==> src/rtl/multicycle_sequencer.sv <==
// multicycle_sequencer
// Steps a multi-cycle MIPS datapath through FETCH/DECODE/EXEC/MEM/WB for each
// instruction. The state, wait counter, halt cause and retired-instruction
// count are registered. The datapath strobes decode combinationally from the
// current state and the memory ready inputs. Reset forces every strobe low.
module multicycle_sequencer #(
  parameter int CNT_W   = 32,
  parameter int TIMEOUT = 255
) (
  input  logic             clk,
  input  logic             rst,
  input  logic             i_isLoad,
  input  logic             i_isStore,
  input  logic             i_regWe,
  input  logic             i_illegal,
  input  logic             i_imemRdy,
  input  logic             i_dmemRdy,
  output logic             o_imemReq,
  output logic             o_dmemReq,
  output logic             o_dmemWe,
  output logic             o_irWe,
  output logic             o_pcWe,
  output logic             o_regWe,
  output logic [2:0]       o_state,
  output logic             o_halted,
  output logic [1:0]       o_err,
  output logic [CNT_W-1:0] o_instret
);

  typedef enum logic [2:0] {
    S_FETCH  = 3'd0,
    S_DECODE = 3'd1,
    S_EXEC   = 3'd2,
    S_MEM    = 3'd3,
    S_WB     = 3'd4,
    S_HALT   = 3'd7
  } state_t;

  localparam logic [1:0] ERR_NONE    = 2'd0;
  localparam logic [1:0] ERR_ILLEGAL = 2'd1;
  localparam logic [1:0] ERR_IMEM_TO = 2'd2;
  localparam logic [1:0] ERR_DMEM_TO = 2'd3;

  // The counter only needs to reach TIMEOUT-1. A timeout fires when a
  // not-ready cycle would push it to TIMEOUT.
  localparam int WAIT_W = (TIMEOUT < 2) ? 1 : $clog2(TIMEOUT + 1);
  localparam logic [WAIT_W-1:0] WAIT_LAST = WAIT_W'((TIMEOUT == 0) ? 0 : TIMEOUT - 1);

  state_t             state_q, state_d;
  logic [WAIT_W-1:0]  wait_q, wait_d;
  logic [1:0]         err_q, err_d;
  logic [CNT_W-1:0]   instret_q;

  logic run;
  logic is_mem_op;
  logic timeout_hit;
  logic pc_we;

  assign run         = ~rst;
  assign is_mem_op   = i_isLoad | i_isStore;
  assign timeout_hit = (TIMEOUT != 0) && (wait_q == WAIT_LAST);

  // Strobes: decoded from the current state and the ready inputs. They are
  // gated by reset so that nothing is requested while reset is held.
  always_comb begin
    o_imemReq = run && (state_q == S_FETCH);
    o_irWe    = run && (state_q == S_FETCH) && i_imemRdy;
    o_dmemReq = run && (state_q == S_MEM);
    o_dmemWe  = run && (state_q == S_MEM) && i_isStore;
    o_regWe   = run && (state_q == S_WB);
    pc_we     = 1'b0;
    if (run) begin
      case (state_q)
        S_EXEC:  pc_we = ~is_mem_op & ~i_regWe;
        S_MEM:   pc_we = i_dmemRdy & i_isStore;
        S_WB:    pc_we = 1'b1;
        default: pc_we = 1'b0;
      endcase
    end
    o_pcWe = pc_we;
  end

  // Next-state logic: instruction sequencing, wait counting and halt causes.
  // A store has priority over a load when both are flagged. A ready that
  // arrives in the same cycle as the timeout is accepted.
  always_comb begin
    state_d = state_q;
    wait_d  = wait_q;
    err_d   = err_q;
    case (state_q)
      S_FETCH: begin
        if (i_imemRdy) begin
          state_d = S_DECODE;
        end else if (timeout_hit) begin
          state_d = S_HALT;
          err_d   = ERR_IMEM_TO;
        end else begin
          wait_d = wait_q + 1'b1;
        end
      end
      S_DECODE: begin
        if (i_illegal) begin
          state_d = S_HALT;
          err_d   = ERR_ILLEGAL;
        end else begin
          state_d = S_EXEC;
        end
      end
      S_EXEC: begin
        wait_d = '0;
        if (is_mem_op) begin
          state_d = S_MEM;
        end else if (i_regWe) begin
          state_d = S_WB;
        end else begin
          state_d = S_FETCH;
        end
      end
      S_MEM: begin
        if (i_dmemRdy) begin
          wait_d  = '0;
          state_d = i_isStore ? S_FETCH : S_WB;
        end else if (timeout_hit) begin
          state_d = S_HALT;
          err_d   = ERR_DMEM_TO;
        end else begin
          wait_d = wait_q + 1'b1;
        end
      end
      S_WB: begin
        wait_d  = '0;
        state_d = S_FETCH;
      end
      S_HALT: begin
        state_d = S_HALT;
      end
      default: begin
        state_d = S_HALT;
      end
    endcase
  end

  // State, wait counter, halt cause and retire counter registers.
  // The retire counter wraps naturally at its width.
  always_ff @(posedge clk or posedge rst) begin
    if (rst) begin
      state_q   <= S_FETCH;
      wait_q    <= '0;
      err_q     <= ERR_NONE;
      instret_q <= '0;
    end else begin
      state_q <= state_d;
      wait_q  <= wait_d;
      err_q   <= err_d;
      if (pc_we) begin
        instret_q <= instret_q + CNT_W'(1);
      end
    end
  end

  assign o_state   = state_q;
  assign o_halted  = (state_q == S_HALT);
  assign o_err     = err_q;
  assign o_instret = instret_q;

endmodule

==> config.mk <==
export PLATFORM = sky130hd
export DESIGN_NAME = multicycle_sequencer
export DESIGN_NICKNAME = d
export VERILOG_FILES = /design/src/rtl/multicycle_sequencer.sv
export SDC_FILE = /design/constraint.sdc
export NUM_CORES = 1
export LEC_CHECK = 0
export CAP_MARGIN = 20
export CORE_MARGIN = 2
export CORE_UTILIZATION = 25
export DETAILED_ROUTE_END_ITERATION = 16
export SLEW_MARGIN = 20
export SYNTH_ARGS = -nofsm -noshare
export SYNTH_HDL_FRONTEND = slang
export SYNTH_SLANG_ARGS = --single-unit
==> constraint.sdc <==
create_clock -name clk -period 3.07 [get_ports clk]
set_clock_uncertainty 0.05 [all_clocks]
set_input_delay 0.614 -clock clk [delete_from_list [all_inputs] [get_ports clk]]
set_output_delay 0.614 -clock clk [all_outputs]
set_load 0.01 [all_outputs]
==> flow_metrics.env, run 1 <==
export IMPL_r2r_cells=7
export IMPL_synth_cell_types=44
export IMPL_hold_viol_final=0
export IMPL_power_density_nw_per_um2=457
export IMPL_timing_final_max_slew_violations=0
export IMPL_gp_congestion=0.851
export IMPL_clkLatencyLatePin_ns=0.30
export IMPL_diodes=0
export IMPL_dp_hpwl_mm=3.82
export IMPL_tritoncts="yes"
export IMPL_crit_fanout=4
export IMPL_setup_worst_path_start_class="input pin"
export IMPL_layout_nets=304
export IMPL_core_area_sq_um=9110
export IMPL_period_share_pct=96.6
export IMPL_syn_nets=241
export IMPL_area_growth_pct=34.6
export IMPL_status="complete, no violations"
export IMPL_die_y_um=100
export IMPL_whs_path_depth=1
export IMPL_power_w=0.00143
export IMPL_clock_path_buffers=2
export IMPL_path_cells="clkdlybuf4s50_1, buf_4, nor4b_2, a31oi_2, nand2_1, clkdlybuf4s50_1"
export IMPL_drtAntennaViolNets=0
export IMPL_irDropWorstVdd_v=0.000241
export IMPL_critPathBufInv=3
export IMPL_io_pins=52
export IMPL_maxSlewHeadroom_pct=53.7
export IMPL_worst_path_most_repeated_cell="clkdlybuf4s50_1"
export IMPL_vias=1948
export IMPL_ys_seq_area_share_pct=48.5
export IMPL_antenna_found_initial=0
export IMPL_rsz0062_at_grt="no"
export IMPL_cts_root_buf="clkbuf_8"
export IMPL_p_leak_nw=1.24
export IMPL_cts_htree_levels=2
export IMPL_tightest_slew_ns=0.691
export IMPL_post_route_min_period_ns=2.97
export IMPL_critical_path_required_ns=2.41
export IMPL_drc=0
export IMPL_totalWireLength_mm=5.43
export IMPL_cpLargestDelayFamily="buffers and inverters"
export IMPL_rows=35
export IMPL_drt_iter0_markers=127
export IMPL_drt_pass1_iterations=4
export IMPL_die_area_sq_um=10100
export IMPL_grt_pass1_wl_mm=9.26
export IMPL_setup_viol_count_final=0
export IMPL_yosysWarnings=0
export IMPL_cp_data_arrival_time_ns=2.30
export IMPL_drive_gt1_share_pct=10.5
export IMPL_cts_resized_gates=0
export IMPL_cp_num_cells=6
export IMPL_synth_cells=230
export IMPL_grt_total_usage_pct=11.5
export IMPL_synth_seq_cells=45
export IMPL_grt_pass1_vias=1937
export IMPL_wl_per_cell_um=13.4
export IMPL_fmax_ghz=0.337
export IMPL_grt_overflow=0
export IMPL_start_util_pct=25.5
export IMPL_cts_setup_buffers=0
export IMPL_syn_cell_area_sq_um=2320
export IMPL_viasPerCell=4.81
export IMPL_avgSynthCellArea_sq_um=10.1
export IMPL_clock_sink_count=45
export IMPL_cpPeakStageDelay_ns=0.55
export IMPL_hp_class="reg2reg"
export IMPL_cts_hold_fix_buffers=0
export IMPL_maxCapViolations=0
export IMPL_port_buffers=51
export IMPL_critPathKind="in2out"
export IMPL_fp_dieW_um=100
export IMPL_worstSetupEndpointType="output pin"
export IMPL_finalSetupTns_ns=0
export IMPL_cts_clk_slew_worst_paths_ns=0.10
export IMPL_cts_inserted_buffers=5
export IMPL_cpMaxStageDelayCell="clkdlybuf4s50_1"
export IMPL_grt_max_degree=43
[layer usage]
metal	vias up	part of all wire (%)	GRT usage [%]
met5	-	0	0
met4	0	1.0	4.32
met3	2	3.1	2.58
met2	36	49	18.5
met1	958	47	15.1
li1	952	-	-
[where the power goes]
group | internal [W] | switching (W) | leakage, nW
Sequential | 0.000652 | 0.0000731 | 0.598
Clock | 0.000165 | 0.000218 | 0.0447
Combinational | 0.000161 | 0.000160 | 0.600
[stage by stage]
stage               utilization, %  setup WS [ns]  hold slack, ns  area, sq um  cells
floorplan                        -          0.903           0.458         2320    230
global placement              33.3          0.109           0.415         3030    397
detailed placement            33.3         0.0949           0.419         3030    397
CTS                           34.3         0.0815           0.436         3130    405
global route                  34.3        0.00835           0.467         3130    405
finish                        34.3          0.103           0.437         3130    405
[synth_stat cells, drive strengths merged]
cell	n	area share (%)
a211o	1	0.38
a21boi	3	1.5
a21oi	15	3.7
a22oi	1	0.32
a31o	1	0.38
a31oi	3	1.1
a41oi	1	0.38
and2	4	1.1
and3	8	2.2
and4	5	1.9
buf	3	1.3
clkbuf	5	0.81
dfrtp	45	48
ha	3	1.6
inv	6	0.97
mux2	1	0.48
nand2	17	2.7
nand2b	1	0.27
nand3	18	3.9
nand4	15	4.0
nor2	9	1.5
nor2b	3	0.81
nor3	7	1.7
nor3b	1	0.32
nor4	1	0.27
nor4b	1	0.65
o21ai	11	2.4
o21bai	1	0.32
o22ai	2	0.54
o31ai	1	0.32
o41ai	1	0.38
or2	1	0.27
or2b	1	0.32
or3	1	0.27
or3b	1	0.38
or4	1	0.48
xnor2	29	11
xor2	2	0.75
[final cells by class]
cell class / instances / area [sq um]
tap: 111 / 139
multi-input combinational: 171 / 1120
timing repair buffer: 64 / 621
sequential: 45 / 1130
fill: 939 / 5980
inverter: 6 / 22.5
clock inverter: 3 / 25.0
clock buffer: 5 / 68.8
[sequential cells by signal, summed over array words and instances, names as in the netlist]
signal and count:
wait_q 8, o_instret 32, o_err 2, o_state 3
[kinds of logic (layout without fill, tap and decap cells)]
logic type / after synthesis / count (layout) / share of synthesized area (%)
adder cells (fa/ha/maj): 3 / 3 / 1.62
buffers and inverters: 14 / 78 / 3.07
multiplexers: 1 / 1 / 0.485
XOR/XNOR: 31 / 31 / 11.7
AND/OR/NAND/NOR: 95 / 95 / 23.0
AO/OA/AOI/OAI: 41 / 41 / 11.6
flip-flops: 45 / 45 / 48.5
[final timing paths]
kind / start / end / slack [ns]
max in group asynchronous: rst / o_instret[20] / 1.86
worst max register to register: o_state[0] / o_instret[29] / 0.93
worst min register to register: o_instret[31] / o_instret[31] / 0.44
worst min-delay path: o_instret[31] / o_instret[31] / 0.44
worst max-delay path: rst / o_pcWe / 0.10
min in group asynchronous: rst / o_err[1] / 0.66
[worst register-to-register path: stages (launching register included)]
cell     delay [ns]
dfrtp_1        0.51
nand2_1        0.15
or4_4          0.51
buf_4          0.17
a21oi_4        0.10
buf_4          0.25
nand4_1        0.15
xnor2_1        0.16
[placed cells by master (no fill, tap or decap), types with 2 or more instances in the layout]
cell type         n
a21boi_0          2
a21oi_1          14
a31oi_1           2
and2_1            3
and3_1            8
and4_1            5
buf_4            12
clkbuf_8          5
clkdlybuf4s50_1  51
dfrtp_1          45
ha_1              3
inv_1             5
nand2_1          17
nand3_1          18
nand4_1          15
nor2_1            9
nor2b_1           3
nor3_1            6
o21ai_0          11
o22ai_1           2
xnor2_1          29
xor2_1            2
No activity file was read; power rests on OpenSTA's default activity.
==> inputs of run 2 (changes only) <==
--- a/config.mk
+++ b/config.mk
@@ -9,6 +9,7 @@
 export CORE_MARGIN = 2
 export CORE_UTILIZATION = 25
 export DETAILED_ROUTE_END_ITERATION = 16
+export MAX_ROUTING_LAYER = met4
 export SLEW_MARGIN = 20
 export SYNTH_ARGS = -nofsm -noshare
 export SYNTH_HDL_FRONTEND = slang
==> run 2 against run 1 <==
Effect of this change:
- sequential share of layout area unchanged
- final area unchanged
- first-iteration DRC count up 0.79%
- sequential power about the same
- clock power about the same
- hold slack about the same
- highest routed layer unchanged
- largest cell class unchanged
==> flow_metrics.env, run 2 (synthesized netlist as in run 1, its figures left out) <==
export IMPL_p_leak_nw=1.24
export IMPL_cts_clk_slew_worst_paths_ns=0.10
export IMPL_dpl_cell_area_sq_um=3030
export IMPL_clock_sink_count=45
export IMPL_power_density_nw_per_um2=457
export IMPL_maxCapViolations=0
export IMPL_hold_viol_final=0
export IMPL_layout_nets=304
export IMPL_pwr_share_comb_pct=22.4
export IMPL_setup_ws_ns=0.0985
export IMPL_totalWireLength_mm=5.44
export IMPL_start_util_pct=25.5
export IMPL_fin_area_sq_um=3130
export IMPL_power_w=0.00143
export IMPL_cts_hold_fix_buffers=0
export IMPL_fmax_ghz=0.337
export IMPL_netSwitchingPower_w=0.000453
export IMPL_rows=35
export IMPL_critical_path_required_ns=2.41
export IMPL_critPathKind="in2out"
export IMPL_grt_overflow=0
export IMPL_dpl_worst_slack_ns=0.0949
export IMPL_diodes=0
export IMPL_r2r_cells=7
export IMPL_drtAntennaViolNets=0
export IMPL_grt_pass1_vias=1933
export IMPL_seqPwrFrac_pct=50.8
export IMPL_crit_fanout=4
export IMPL_io_pins=52
export IMPL_setup_viol_count_final=0
export IMPL_swShare_pct=31.7
export IMPL_port_buffers=51
export IMPL_clkLatencyLatePin_ns=0.30
export IMPL_vias=1943
export IMPL_cts_root_buf="clkbuf_8"
export IMPL_grt_max_degree=43
export IMPL_tritoncts="yes"
export IMPL_cts_setup_buffers=0
export IMPL_wl_per_cell_um=13.4
export IMPL_hold_ws_ns=0.437
export IMPL_cts_inserted_buffers=5
export IMPL_die_area_sq_um=10100
export IMPL_dp_hpwl_mm=3.82
export IMPL_cp_data_arrival_time_ns=2.31
export IMPL_cts_resized_gates=0
export IMPL_hp_class="reg2reg"
export IMPL_drc=0
export IMPL_post_route_min_period_ns=2.97
export IMPL_cts_htree_levels=2
export IMPL_drt_iter0_markers=128
export IMPL_drt_pass1_iterations=4
export IMPL_whs_path_depth=1
export IMPL_r2r_slack_ns=0.93
export IMPL_grt_total_usage_pct=11.8
export IMPL_final_common_cell="clkdlybuf4s50_1"
export IMPL_setup_worst_path_start_class="input pin"
export IMPL_drive_gt1_share_pct=10.5
export IMPL_timing_final_max_slew_violations=0
export IMPL_area_growth_pct=34.6
export IMPL_clock_path_buffers=2
export IMPL_r2r_start="o_state[0]"
export IMPL_largest_register_ffs=32
export IMPL_worstSetupEndpointType="output pin"
export IMPL_period_share_pct=96.8
export IMPL_status="complete, no violations"
export IMPL_fp_dieW_um=100
export IMPL_tightest_slew_ns=0.691
export IMPL_irDropWorstVdd_v=0.000241
export IMPL_viasPerCell=4.80
export IMPL_gp_congestion=0.864
export IMPL_p_int_w=0.000977
export IMPL_finalSetupTns_ns=0
export IMPL_antenna_found_initial=0
export IMPL_hp_start="o_instret[31]"
export IMPL_rsz0062_at_grt="no"
export IMPL_critical_path_reg2reg_endpoint="o_instret[29]"
export IMPL_core_area_sq_um=9110
export IMPL_maxSlewHeadroom_pct=53.7
export IMPL_min_to="o_instret[31]"
export IMPL_grt_pass1_wl_mm=9.26
export IMPL_final_cell_mix="51 x clkdlybuf4s50_1, 45 x dfrtp_1, 29 x xnor2_1"
export IMPL_power_frac_clock_pct=26.8
export IMPL_die_y_um=100
-- run 2: metrics by stage --
stage | instances | util [%]
floorplan | 230 | -
global placement | 397 | 33.3
detailed placement | 397 | 33.3
CTS | 405 | 34.3
global route | 405 | 34.3
finish | 405 | 34.3
-- run 2: area by class of cell --
class	instances	area, sq um
clock buffers	5	68.8
flip-flops and latches	45	1130
fillers	939	5980
repair buffers	64	621
multi-input cells	171	1120
well taps	111	139
inverters	6	22.5
clock inverters	3	25.0
-- run 2: power by group through the flow --
stage	Clock, W	Combinational (W)	Sequential, W
finish	0.000383	0.000321	0.000726
global route	0.000429	0.000366	0.000739
CTS	0.000404	0.000324	0.000726
detailed placement	0	0.000323	0.000736
global placement	0	0.000318	0.000734
floorplan	0	0.000168	0.000736
-- run 2: critical path, cell delays in order --
cell,delay (ns)
clkdlybuf4s50_1,0.45
buf_4,0.17
nor4b_2,0.32
a31oi_2,0.08
nand2_1,0.12
clkdlybuf4s50_1,0.55
-- run 2: routing by layer --
metal | share of wire [%] | vias to the layer above | GRT usage [%]
li1 | - | 955 | -
met1 | 47 | 948 | 15.1
met2 | 49 | 38 | 18.5
met3 | 3.3 | 2 | 2.58
met4 | 1.0 | 0 | 4.32
met5 | 0 | - | -
-- run 2: worst max-delay path by stage --
stage,depth (start not counted),slack (ns),to,from
floorplan,4,0.90,o_irWe,o_state[1]
global placement,5,0.11,o_pcWe,i_isStore
detailed placement,6,0.09,o_pcWe,rst
CTS,6,0.08,o_pcWe,rst
global route,6,0.008,o_pcWe,rst
finish,6,0.1,o_pcWe,rst
==> inputs of run 3 (changes only) <==
--- a/config.mk
+++ b/config.mk
@@ -8,6 +8,7 @@
 export CAP_MARGIN = 20
 export CORE_MARGIN = 2
 export CORE_UTILIZATION = 25
+export CTS_BUF_LIST = sky130_fd_sc_hd__clkbuf_16
 export DETAILED_ROUTE_END_ITERATION = 16
 export MAX_ROUTING_LAYER = met4
 export SLEW_MARGIN = 20
==> constraint.sdc (replaced) <==
create_clock -name clk -period 3.2 [get_ports clk]
set_clock_uncertainty 0.05 [all_clocks]
set_input_delay 0.64 -clock clk [delete_from_list [all_inputs] [get_ports clk]]
set_output_delay 0.64 -clock clk [all_outputs]
set_load 0.01 [all_outputs]
==> run 3 against run 2 <==
Effect of this change:
- final area grew 0.96%
- largest cell class unchanged
- sequential power shrank 3.3%
- flip-flop and latch count is the same
- sequential share of layout area shrank 0.34 points
- die area is the same
- hold slack lost 0.0063 ns
- core utilization grew 0.33 points
==> flow_metrics.env, run 3 (synthesized netlist as in run 1, its figures left out) <==
export IMPL_io_pins=52
export IMPL_grt_pass1_vias=1903
export IMPL_setup_worst_path_start_class="input pin"
export IMPL_critical_path_required_ns=2.51
export IMPL_cts_hold_fix_buffers=0
export IMPL_rows=35
export IMPL_cts_htree_levels=2
export IMPL_worstSetupEndpointType="output pin"
export IMPL_dp_hpwl_mm=3.89
export IMPL_critPathKind="in2out"
export IMPL_crit_fanout=3
export IMPL_totalWireLength_mm=5.48
export IMPL_cts_inserted_buffers=5
export IMPL_cpPeakStageDelay_ns=0.55
export IMPL_cts_setup_buffers=0
export IMPL_finalSetupTns_ns=0
export IMPL_die_y_um=100
export IMPL_whs_path_depth=1
export IMPL_cts_resized_gates=0
export IMPL_drt_iter0_markers=118
export IMPL_layout_nets=301
export IMPL_gp_congestion=0.858
export IMPL_port_buffers=51
export IMPL_viasPerCell=4.91
export IMPL_cts_clk_slew_worst_paths_ns=0.07
export IMPL_hold_viol_final=0
export IMPL_wl_per_cell_um=13.6
export IMPL_r2r_cells=6
export IMPL_path_cells="clkdlybuf4s50_1, nand2_1, or4_4, nand2_1, clkdlybuf4s50_1"
export IMPL_p_leak_nw=1.25
export IMPL_timing_final_max_slew_violations=0
export IMPL_maxSlewHeadroom_pct=51.1
export IMPL_largest_register_ffs=32
export IMPL_drive_gt1_share_pct=9.62
export IMPL_drt_pass1_iterations=4
export IMPL_clkLatencyLatePin_ns=0.28
export IMPL_grt_max_degree=29
export IMPL_power_density_nw_per_um2=480
export IMPL_final_core_util_pct=34.7
export IMPL_cp_num_cells=5
export IMPL_tightest_slew_ns=0.729
export IMPL_clock_sink_count=45
export IMPL_grt_pass1_wl_mm=9.36
export IMPL_drc=0
export IMPL_core_area_sq_um=9110
export IMPL_status="complete, no violations"
export IMPL_antenna_found_initial=0
export IMPL_cp_data_arrival_time_ns=2.32
export IMPL_final_common_cell="clkdlybuf4s50_1"
export IMPL_clock_path_buffers=2
export IMPL_cpMaxStageDelayCell="clkdlybuf4s50_1"
export IMPL_grt_overflow=0
export IMPL_rsz0062_at_grt="no"
export IMPL_critPathBufInv=2
export IMPL_post_route_min_period_ns=3.01
export IMPL_start_util_pct=25.5
export IMPL_fmax_ghz=0.332
export IMPL_hp_class="reg2reg"
export IMPL_die_area_sq_um=10100
export IMPL_vias=1974
export IMPL_cpLargestDelayFamily="buffers and inverters"
export IMPL_period_share_pct=94.2
export IMPL_cts_root_buf="clkbuf_16"
export IMPL_fp_dieW_um=100
export IMPL_grt_total_usage_pct=11.9
export IMPL_drtAntennaViolNets=0
export IMPL_irDropWorstVdd_v=0.000318
export IMPL_setup_viol_count_final=0
export IMPL_maxCapViolations=0
export IMPL_area_growth_pct=35.9
export IMPL_tritoncts="yes"
export IMPL_diodes=0
export IMPL_final_cell_mix="51 x clkdlybuf4s50_1, 45 x dfrtp_1, 29 x xnor2_1"
run 3: final timing paths:
| path | startpoint | end | slack [ns] |
|---|---|---|---|
| worst max register to register | o_state[1] | o_instret[24] | 0.79 |
| max in group asynchronous | rst | o_instret[20] | 1.71 |
| worst min-delay path | o_instret[31] | o_instret[31] | 0.43 |
| min in group asynchronous | rst | o_err[1] | 0.85 |
| worst max-delay path | i_isStore | o_pcWe | 0.19 |
| worst min register to register | o_instret[31] | o_instret[31] | 0.43 |
run 3: layout make-up:
class,count,area [sq um]
Sequential cell,45,1130
Inverter,6,22.5
Clock buffer,5,125
Clock inverter,3,21.3
Timing Repair Buffer,61,598
Tap cell,111,139
Fill cell,939,5950
Multi-Input combinational cell,171,1120
run 3: report_power, final:
group | total (W) | switching [W] | internal [W]
Clock | 0.000516 | 0.000225 | 0.000291
Combinational | 0.000296 | 0.000145 | 0.000151
Sequential | 0.000702 | 0.0000754 | 0.000626
Total | 0.00151 | 0.000446 | 0.00107
run 3: metal layers:
metal	vias up	global-route usage, %	part of all wire (%)
li1	945	-	-
met1	986	14.9	44
met2	39	19.2	50
met3	4	2.51	3.7
met4	0	4.11	1.6
met5	-	-	0
run 3: per-stage QoR:
stage	power (W)	hold WS, ns	instances	cell area [sq um]	worst slack, ns
4_1_cts	0.00154	0.437	402	3160	0.170
3_3_place_gp	0.00101	0.413	394	3010	0.193
6_report	0.00151	0.430	402	3160	0.186
3_5_place_dp	0.00101	0.426	394	3010	0.180
5_1_grt	0.00161	0.466	402	3160	0.102
2_1_floorplan	0.000867	0.458	230	2320	1.01
